## src/rtl/nco_sweep_ctrl.sv

```systemverilog
// Frequency-sweep sequencer driving phi_inc/clken of the 32-bit NCO; settles, dwells, steps.
// Optional macro NCO_SWEEP_PINGPONG_EN: sweep back down to phi_start after the last point.
module nco_sweep_ctrl #(
  parameter int unsigned PHI_W = 32,
  parameter int unsigned CNT_W = 16,
  parameter int unsigned LAT   = 8
) (
  input  logic             clk,
  input  logic             reset_n,
  input  logic             cfg_valid_i,
  input  logic [PHI_W-1:0] cfg_phi_start_i,
  input  logic [PHI_W-1:0] cfg_phi_step_i,
  input  logic [CNT_W-1:0] cfg_nsteps_i,
  input  logic [CNT_W-1:0] cfg_dwell_i,
  input  logic             start_i,
  input  logic             abort_i,
  input  logic             nco_valid_i,
  output logic [PHI_W-1:0] phi_inc_o,
  output logic             nco_clken_o,
  output logic             busy_o,
  output logic             done_o,
  output logic             sample_valid_o,
  output logic [CNT_W-1:0] point_idx_o,
  output logic             point_start_o
);

  typedef enum logic [1:0] {IDLE, SETTLE, DWELL} state_t;

  localparam logic [CNT_W-1:0] SETTLE_LAST = CNT_W'(LAT - 1);

  state_t           state;
  logic [PHI_W-1:0] phi_start_q;
  logic [PHI_W-1:0] phi_step_q;
  logic [CNT_W-1:0] nsteps_q;
  logic [CNT_W-1:0] dwell_q;
  logic [CNT_W-1:0] cnt_q;

  logic [CNT_W-1:0] n_last;
  logic [CNT_W-1:0] d_last;
  logic [PHI_W-1:0] phi_first;
  logic [PHI_W-1:0] phi_nxt;
  logic             more;

`ifdef NCO_SWEEP_PINGPONG_EN
  logic             rev_q;
  logic             rev_nxt;
  logic [CNT_W-1:0] leg_q;
  logic [CNT_W-1:0] leg_nxt;
`endif

  // Zero counts behave as one; a same-edge config load feeds the first phi directly.
  always_comb begin
    n_last    = (nsteps_q == '0) ? '0 : nsteps_q - CNT_W'(1);
    d_last    = (dwell_q  == '0) ? '0 : dwell_q  - CNT_W'(1);
    phi_first = cfg_valid_i ? cfg_phi_start_i : phi_start_q;
  end

  // Decide whether another point follows the current one and what its phi is.
  always_comb begin
    more    = 1'b0;
    phi_nxt = phi_inc_o;
`ifdef NCO_SWEEP_PINGPONG_EN
    rev_nxt = rev_q;
    leg_nxt = leg_q;
    if (!rev_q) begin
      if (leg_q < n_last) begin
        more    = 1'b1;
        phi_nxt = phi_inc_o + phi_step_q;
        leg_nxt = leg_q + CNT_W'(1);
      end else if (n_last != '0) begin
        more    = 1'b1;
        rev_nxt = 1'b1;
        phi_nxt = phi_inc_o - phi_step_q;
        leg_nxt = leg_q - CNT_W'(1);
      end
    end else if (leg_q != '0) begin
      more    = 1'b1;
      phi_nxt = phi_inc_o - phi_step_q;
      leg_nxt = leg_q - CNT_W'(1);
    end
`else
    if (point_idx_o < n_last) begin
      more    = 1'b1;
      phi_nxt = phi_inc_o + phi_step_q;
    end
`endif
  end

  assign sample_valid_o = (state == DWELL) && nco_valid_i;

  always_ff @(posedge clk or negedge reset_n) begin
    if (!reset_n) begin
      state         <= IDLE;
      phi_start_q   <= '0;
      phi_step_q    <= '0;
      nsteps_q      <= '0;
      dwell_q       <= '0;
      cnt_q         <= '0;
      phi_inc_o     <= '0;
      nco_clken_o   <= 1'b0;
      busy_o        <= 1'b0;
      done_o        <= 1'b0;
      point_idx_o   <= '0;
      point_start_o <= 1'b0;
`ifdef NCO_SWEEP_PINGPONG_EN
      rev_q         <= 1'b0;
      leg_q         <= '0;
`endif
    end else begin
      point_start_o <= 1'b0;
      done_o        <= 1'b0;
      case (state)
        IDLE: begin
          if (cfg_valid_i) begin
            phi_start_q <= cfg_phi_start_i;
            phi_step_q  <= cfg_phi_step_i;
            nsteps_q    <= cfg_nsteps_i;
            dwell_q     <= cfg_dwell_i;
          end
          if (start_i) begin
            state         <= SETTLE;
            phi_inc_o     <= phi_first;
            point_idx_o   <= '0;
            point_start_o <= 1'b1;
            nco_clken_o   <= 1'b1;
            busy_o        <= 1'b1;
            cnt_q         <= '0;
`ifdef NCO_SWEEP_PINGPONG_EN
            rev_q         <= 1'b0;
            leg_q         <= '0;
`endif
          end
        end
        SETTLE, DWELL: begin
          if (abort_i) begin
            state       <= IDLE;
            nco_clken_o <= 1'b0;
            busy_o      <= 1'b0;
          end else if (state == SETTLE) begin
            if (cnt_q == SETTLE_LAST) begin
              state <= DWELL;
              cnt_q <= '0;
            end else begin
              cnt_q <= cnt_q + CNT_W'(1);
            end
          end else if (nco_valid_i) begin
            if (cnt_q == d_last) begin
              cnt_q <= '0;
              if (more) begin
                state         <= SETTLE;
                phi_inc_o     <= phi_nxt;
                point_idx_o   <= point_idx_o + CNT_W'(1);
                point_start_o <= 1'b1;
`ifdef NCO_SWEEP_PINGPONG_EN
                rev_q         <= rev_nxt;
                leg_q         <= leg_nxt;
`endif
              end else begin
                state       <= IDLE;
                done_o      <= 1'b1;
                nco_clken_o <= 1'b0;
                busy_o      <= 1'b0;
              end
            end else begin
              cnt_q <= cnt_q + CNT_W'(1);
            end
          end
        end
        default: state <= IDLE;
      endcase
    end
  end

endmodule

```

## config.mk

```make
export PLATFORM = sky130hd
export DESIGN_NAME = nco_sweep_ctrl
export DESIGN_NICKNAME = d
export VERILOG_FILES = /design/src/rtl/nco_sweep_ctrl.sv
export SDC_FILE = /design/constraint.sdc
export NUM_CORES = 1
export LEC_CHECK = 0
export ABC_AREA = 1
export CORE_UTILIZATION = 55
export DETAILED_ROUTE_END_ITERATION = 8
export PLACE_DENSITY = 0.91
export SKIP_CTS_REPAIR_TIMING = 1
export SYNTH_ARGS = -nofsm -noshare
export SYNTH_HDL_FRONTEND = slang
export SYNTH_SLANG_ARGS = --single-unit
```

## constraint.sdc

```tcl
create_clock -name clk -period 7.6 [get_ports clk]
set_clock_uncertainty 0.15 [all_clocks]
set_input_delay 1.14 -clock clk [delete_from_list [all_inputs] [get_ports clk]]
set_output_delay 1.14 -clock clk [all_outputs]
set_load 0.02 [all_outputs]
```

==> results.yml, run 1 <==
route:
  routed-wl-met2_um: 14900
  dr.max_layer_used: "met4"
  ant_nets: 0
  first_pass_iters: 6
  met1_length_um: 12700
  drt_wl_total_um: 30300
  wl_per_cell_um: 15.9
  drc_errors: 0
  first_iter_violations: 726
  vias_per_cell: 5.61
  wl_met3_um: 1920
  vias: 10700
logic_synthesis:
  synth_area_um2: 11000
  synth_edf_count: 0
  synth_seq_cells: 165
  synthDistinctLibCells: 42
  synth-seq-area-share: 0.375
  synthesis.instances: 1502
  syn_area_per_cell_um2: 7.33
  synth_area_leaders: "dfrtp_1 38%, nand2_1 14%, o21ai_0 6.8%"
  synth_top_area_frac: 0.375
  synth.largest_area_cell: "dfrtp_1"
  mappedNetlistNets: 1661
  synth.most_common_cell: "nand2_1"
  ys.flop_type: "dfrtp_1"
  ys_warn_count: 0
  async_flop_share: 1.00
  synthTopCellsByCount: "402 x nand2_1, 165 x dfrtp_1, 154 x inv_1"
setup_path:
  critPathRequiredTime_ns: 7.84
  r2r_slack_ns: 3.57
  critPathLaunchType: "register"
  rr_startpoint: "nsteps_q[2]$_DFFE_PN0P_"
  cp_common_cell: "nand2_1"
  r2r-end: "point_idx_o[15]$_DFFE_PN0P_"
  crit_chain: "nor2_1, nand2_1, nor3_1, nand3_1, nor2_1, nand2_1, inv_1, a21oi_1, nand3b_1, ha_1, a21oi_1, o21ai_0, a21oi_1, nand2_1, nand2_1, nand3_2, inv_2, nand3_1, nand2_1"
  cp-endpoint: "point_idx_o[15]$_DFFE_PN0P_"
  end_kind: "register"
  crit_type: "reg2reg"
  reg2reg_depth: 19
  crit_fanout: 48
  critPathMaxStageDelay_ns: 0.62
  startpoint: "nsteps_q[2]$_DFFE_PN0P_"
  worstPathArrival_ns: 4.26
  cpMaxStageDelayCell: "inv_2"
clock_network:
  numCtsBuffers: 17
  clock-sinks: 165
  root_buffer: "clkbuf_16"
  clk_pin_slew_worst_paths_ns: 0.08
  cts_buffer_depth: 2
  clk_latency_ns: 0.45
  h-tree-depth: 4
  cts_tree: "done"
grt:
  grt_max_degree: 94
  grt.total_usage: 0.310
  grt_pass1_vias: 10400
  grt_pass1_wl_um: 50200
  antenna_found_initial: 0
  overflow: 0
cells_and_area:
  final_nets: 1790
  nFillCells: 1632
  antenna_cells: 0
  drive_above_1_share: 0.0669
  design_area_um2: 13300
  synthToLayoutAreaGrowth_pct: 20.6
timing:
  fmax_mhz: 248
  grt_setup_unrepaired: "no"
  tns_ns: 0
  setup_violations: 0
  final_max_slew_viol_count: 0
  fin_crit_ns: 4.03
  min_period_over_period: 0.530
  worstMarginPinSlew_ns: 1.08
  hold_viol: 0
  maxSlewHeadroom: 0.280
power:
  pwr-share-clk: 0.156
  p_leak_nw: 6.31
  netSwitchingPower_mw: 2.74
  p_per_area_nw_per_um2: 427
  internal_power_mw: 2.92
  switching_share: 0.484
  pwr-share-comb: 0.567
  peakVddDrop_mv: 0.252
  seq_power_share: 0.277
die:
  die_w_um: 143
  ios: 155
  start_util: 0.564
  fp-row-count: 51
  core-area_um2: 19500
  die_y_um: 143
  die_area_um2: 20600
placement:
  io_buffers: 154
  hpwl_um: 22100
  placed_area_um2: 12700
  gp_congestion: 0.910
hold_path:
  worstHoldPathType: "reg2reg"
status:
  status: "finished clean"
flow_run:
  drv_cap: 0
## cell usage in the layout (no fill, tap or decap), types with 2 or more instances in the layout
master,n
o2111ai_1,2
or2_2,13
clkdlybuf4s50_1,152
o211ai_1,3
dfrtp_1,165
nand2_4,2
nand3_1,87
nand3_2,3
o21a_1,4
nor2_1,147
a21o_1,4
a31oi_1,9
a21oi_1,91
nand3b_1,5
inv_6,5
xnor2_1,5
clkbuf_16,17
buf_4,4
inv_1,154
o22ai_1,5
nor4_1,3
mux2_2,47
o21ai_0,149
nand4_1,24
xor2_1,36
inv_8,5
a211oi_1,5
ha_1,55
nand2_1,401
clkinv_8,3
nor3_1,22
nor2_2,2
## logic make-up (layout without fill, tap and decap cells)
family,after synthesis,in the layout,share of synthesized area
AND/OR/NAND/NOR,712,712,0.270
AO/OA/AOI/OAI,274,274,0.131
buffers and inverters,204,346,0.0752
flip-flops,165,165,0.375
adder cells (fa/ha/maj),57,57,0.0655
multiplexers,48,48,0.0490
XOR/XNOR,42,42,0.0341
## layout make-up
cell class | count | area (um2) | share of cell area
Clock inverter | 14 | 165 | 0.0124
Inverter | 156 | 586 | 0.0441
Multi-Input combinational cell | 1133 | 6060 | 0.456
Timing Repair Buffer | 158 | 1570 | 0.118
Tap cell | 265 | 332 | 0.0250
Sequential cell | 165 | 4130 | 0.311
Clock buffer | 18 | 439 | 0.0331
## state kept, by name, summed over array words and instances (netlist names)
name,cells
point_idx_o,16
point_start_o,1
phi_inc_o,32
state,2
dwell_q,16
phi_start_q,32
cnt_q,16
busy_o,1
nsteps_q,16
phi_step_q,32
done_o,1
## power groups by stage
stage	sequential, mW	combinational [mW]	clock [mW]
detailed placement	1.57	3.13	0
global placement	1.56	3.03	0
floorplan	1.58	2.21	0
global route	1.61	3.59	0.934
finish	1.57	3.21	0.886
CTS	1.56	3.17	0.898
## stage by stage
stage               std cells  total power [mW]  hold slack, ns  utilization  worst slack, ns
floorplan                1502              3.79           0.298            -             4.58
global placement         1877              4.58           0.311        0.649             3.79
detailed placement       1877              4.70           0.318        0.649             3.62
CTS                      1909              5.63           0.337        0.680             3.62
global route             1909              6.13           0.363        0.680             3.24
finish                   1909              5.66           0.336        0.680             3.57
## how the worst min path moves through the flow
stage	endpoint	from	cells after the start
final	phi_start_q[30]$_DFFE_PN0P_	phi_start_q[30]$_DFFE_PN0P_	2
after global routing	phi_start_q[30]$_DFFE_PN0P_	phi_start_q[30]$_DFFE_PN0P_	2
after CTS	phi_start_q[15]$_DFFE_PN0P_	phi_start_q[15]$_DFFE_PN0P_	2
after detailed placement	phi_start_q[15]$_DFFE_PN0P_	phi_start_q[15]$_DFFE_PN0P_	2
after global placement	phi_start_q[10]$_DFFE_PN0P_	phi_start_q[10]$_DFFE_PN0P_	2
after floorplan	phi_start_q[10]$_DFFE_PN0P_	phi_start_q[10]$_DFFE_PN0P_	2
## per-layer routing
metal / track usage / vias up
met2: 0.530 / 443
met1: 0.391 / 5000
met4: 0.118 / 0
met5: 0 / -
met3: 0.0510 / 72
li1: - / 5196
## critical path, delay by kind of cell (launching register included)
family	cells	cell delay, ns
DFF	1	0.43
adders and majority gates	1	0.30
buffers and inverters	2	0.69
and+or+nand+nor	12	1.82
AOI/OAI and AO/OA	4	0.57
Power figures use the tool's default switching activity.
==> inputs of run 2 (changes only) <==
Settings changed: CORE_UTILIZATION 55 to 51, PLACE_DENSITY 0.91 to 0.89.
Clock period 7.6 ns to 3.4 ns, I/O delays scaled along.
==> run 2 against run 1 <==
Net effect: power grew 130%; maximum frequency increased by 27%; largest cell class unchanged; non-clock buffer count rose by 14; hold slack lost 0.041 ns; cell area rose by 2.0%; cell count grew 1.3%; utilization fell by 3.8 points; critical path depth is the same; count of clock-buffer cells in the layout is the same; clock power increased by 130%; critical path type unchanged; flip-flop and latch count unchanged.
==> results.yml, run 2 (synthesized netlist as in run 1, its figures left out) <==
power:
  p_per_area_nw_per_um2: 960
  pwr-share-comb: 0.570
  internal_power_mw: 6.81
  seq_power_share: 0.271
  peakVddDrop_mv: 0.532
  pwr-share-clk: 0.159
  p_leak_nw: 6.42
  netSwitchingPower_mw: 6.18
  switching_share: 0.476
timing:
  grt_setup_unrepaired: "yes"
  fin_crit_ns: 3.17
  worstMarginPinSlew_ns: 0.634
  setup_violations: 0
  fmax_mhz: 315
  layout_setup_ws_ns: 0.228
  hold_viol: 0
  min_period_over_period: 0.933
  tns_ns: 0
  final_max_slew_viol_count: 0
  maxSlewHeadroom: 0.577
setup_path:
  crit_type: "reg2reg"
  critPathLaunchType: "register"
  cpMaxStageDelayCell: "dfrtp_1"
  cp_top_family: "simple AND/OR/NAND/NOR gates"
  critPathMaxStageDelay_ns: 0.41
  cp_common_cell: "nand2_1"
  end_kind: "register"
  r2r_slack_ns: 0.23
  critPathRequiredTime_ns: 3.63
  crit_fanout: 17
  crit_chain: "nor2_1, nand2_1, nor3_4, nand3_4, nor2_2, nand2_1, inv_1, a21oi_1, nand3b_1, ha_1, nand4_1, nor3_1, nand2_1, nand2_1, nand2_1, nand3_4, buf_4, nand2_1, nand2_1"
  worst-path-buf-inv: 2
  worstPathArrival_ns: 3.40
grt:
  grt.total_usage: 0.283
  grt_max_degree: 113
  grt_pass1_wl_um: 50200
  grt_pass1_vias: 10400
  overflow: 0
  antenna_found_initial: 0
die:
  ios: 155
  die_y_um: 149
  start_util: 0.522
  die_area_um2: 22200
  fp-row-count: 53
  core-area_um2: 21100
  die_w_um: 149
placement:
  dp_worst_setup_slack_ns: 0.0202
  place_inst: 1898
  hpwl_um: 22400
  gp_congestion: 0.953
  placed_area_um2: 12800
  io_buffers: 154
route:
  drt_wl_total_um: 30700
  first_pass_iters: 7
  drc_errors: 0
  wl_per_cell_um: 15.9
  vias_per_cell: 5.60
  first_iter_violations: 1034
  vias: 10800
  ant_nets: 0
clock_network:
  clk_latency_ns: 0.44
  numCtsBuffers: 17
  clk_pin_slew_worst_paths_ns: 0.07
  cts_tree: "done"
  h-tree-depth: 4
  root_buffer: "clkbuf_16"
  clock-sinks: 165
  cts_buffer_depth: 2
status:
  status: "finished clean"
cells_and_area:
  drive_above_1_share: 0.0802
  design_area_um2: 13500
  synthToLayoutAreaGrowth_pct: 23.1
  final_common_cell: "nand2_1"
  most-common-layout-cells: "399 x nand2_1, 165 x dfrtp_1, 153 x inv_1"
  final_nets: 1804
  largestRegisters: "phi_inc_o (32), phi_start_q (32), phi_step_q (32)"
  stdcell_count: 1934
hold_path:
  worstHoldPathType: "in2async"
flow_run:
  drv_cap: 0
==> run 2: changes by cell type in the layout (fill, tap and decap cells not counted), sizes merged <==
cell / delta
buf: +12
inv: -3
bufinv: +2
clkbuf: +1
clkinv: +1
diode: +1
dlygate4sd3: +1
==> run 2: power groups by stage <==
stage / sequential [mW] / clock, mW / combinational [mW]
2_1_floorplan: 3.52 / 0 / 4.94
3_3_place_gp: 3.48 / 0 / 6.88
3_5_place_dp: 3.51 / 0 / 7.10
4_1_cts: 3.49 / 2.09 / 7.19
5_1_grt: 3.61 / 2.18 / 8.21
6_report: 3.53 / 2.07 / 7.40
==> run 2: final cells by class <==
cell class / instances / area, um2
inverters: 156 / 588
clock buffers: 18 / 439
clock inverters: 14 / 183
well taps: 275 / 344
diodes: 1 / 2.50
flip-flops and latches: 165 / 4130
multi-input cells: 1133 / 6110
repair buffers: 172 / 1750
fillers: 1732 / 7540
==> run 2: stage by stage <==
step           total power [mW]  hold slack, ns   util
6_report                   13.0           0.295  0.642
5_1_grt                    14.0           0.313  0.642
4_1_cts                    12.8          -0.281  0.637
3_5_place_dp               10.6           0.180  0.608
3_3_place_gp               10.4           0.181  0.608
2_1_floorplan              8.46          0.0644      -
==> run 2: path summary, 6_finish.rpt <==
kind / from / endpoint / cells past startpoint
max in group asynchronous: reset_n / phi_inc_o[18]$_DFFE_PN0P_ / 3
setup reg to reg: nsteps_q[2]$_DFFE_PN0P_ / phi_inc_o[17]$_DFFE_PN0P_ / 19
hold / removal: reset_n / dwell_q[8]$_DFFE_PN0P_ / 2
min in group clk: phi_start_q[7]$_DFFE_PN0P_ / phi_start_q[7]$_DFFE_PN0P_ / 2
setup / recovery: nsteps_q[2]$_DFFE_PN0P_ / phi_inc_o[17]$_DFFE_PN0P_ / 19
hold reg to reg: phi_start_q[7]$_DFFE_PN0P_ / phi_start_q[7]$_DFFE_PN0P_ / 2
==> run 2: layer usage <==
| layer | share of wire | routed length [um] | global-route usage |
|---|---|---|---|
| met5 | 0 | 0 | 0 |
| met2 | 0.48 | 14700 | 0.476 |
| met1 | 0.43 | 13300 | 0.372 |
| met4 | 0.023 | 714 | 0.0939 |
| met3 | 0.067 | 2060 | 0.0443 |
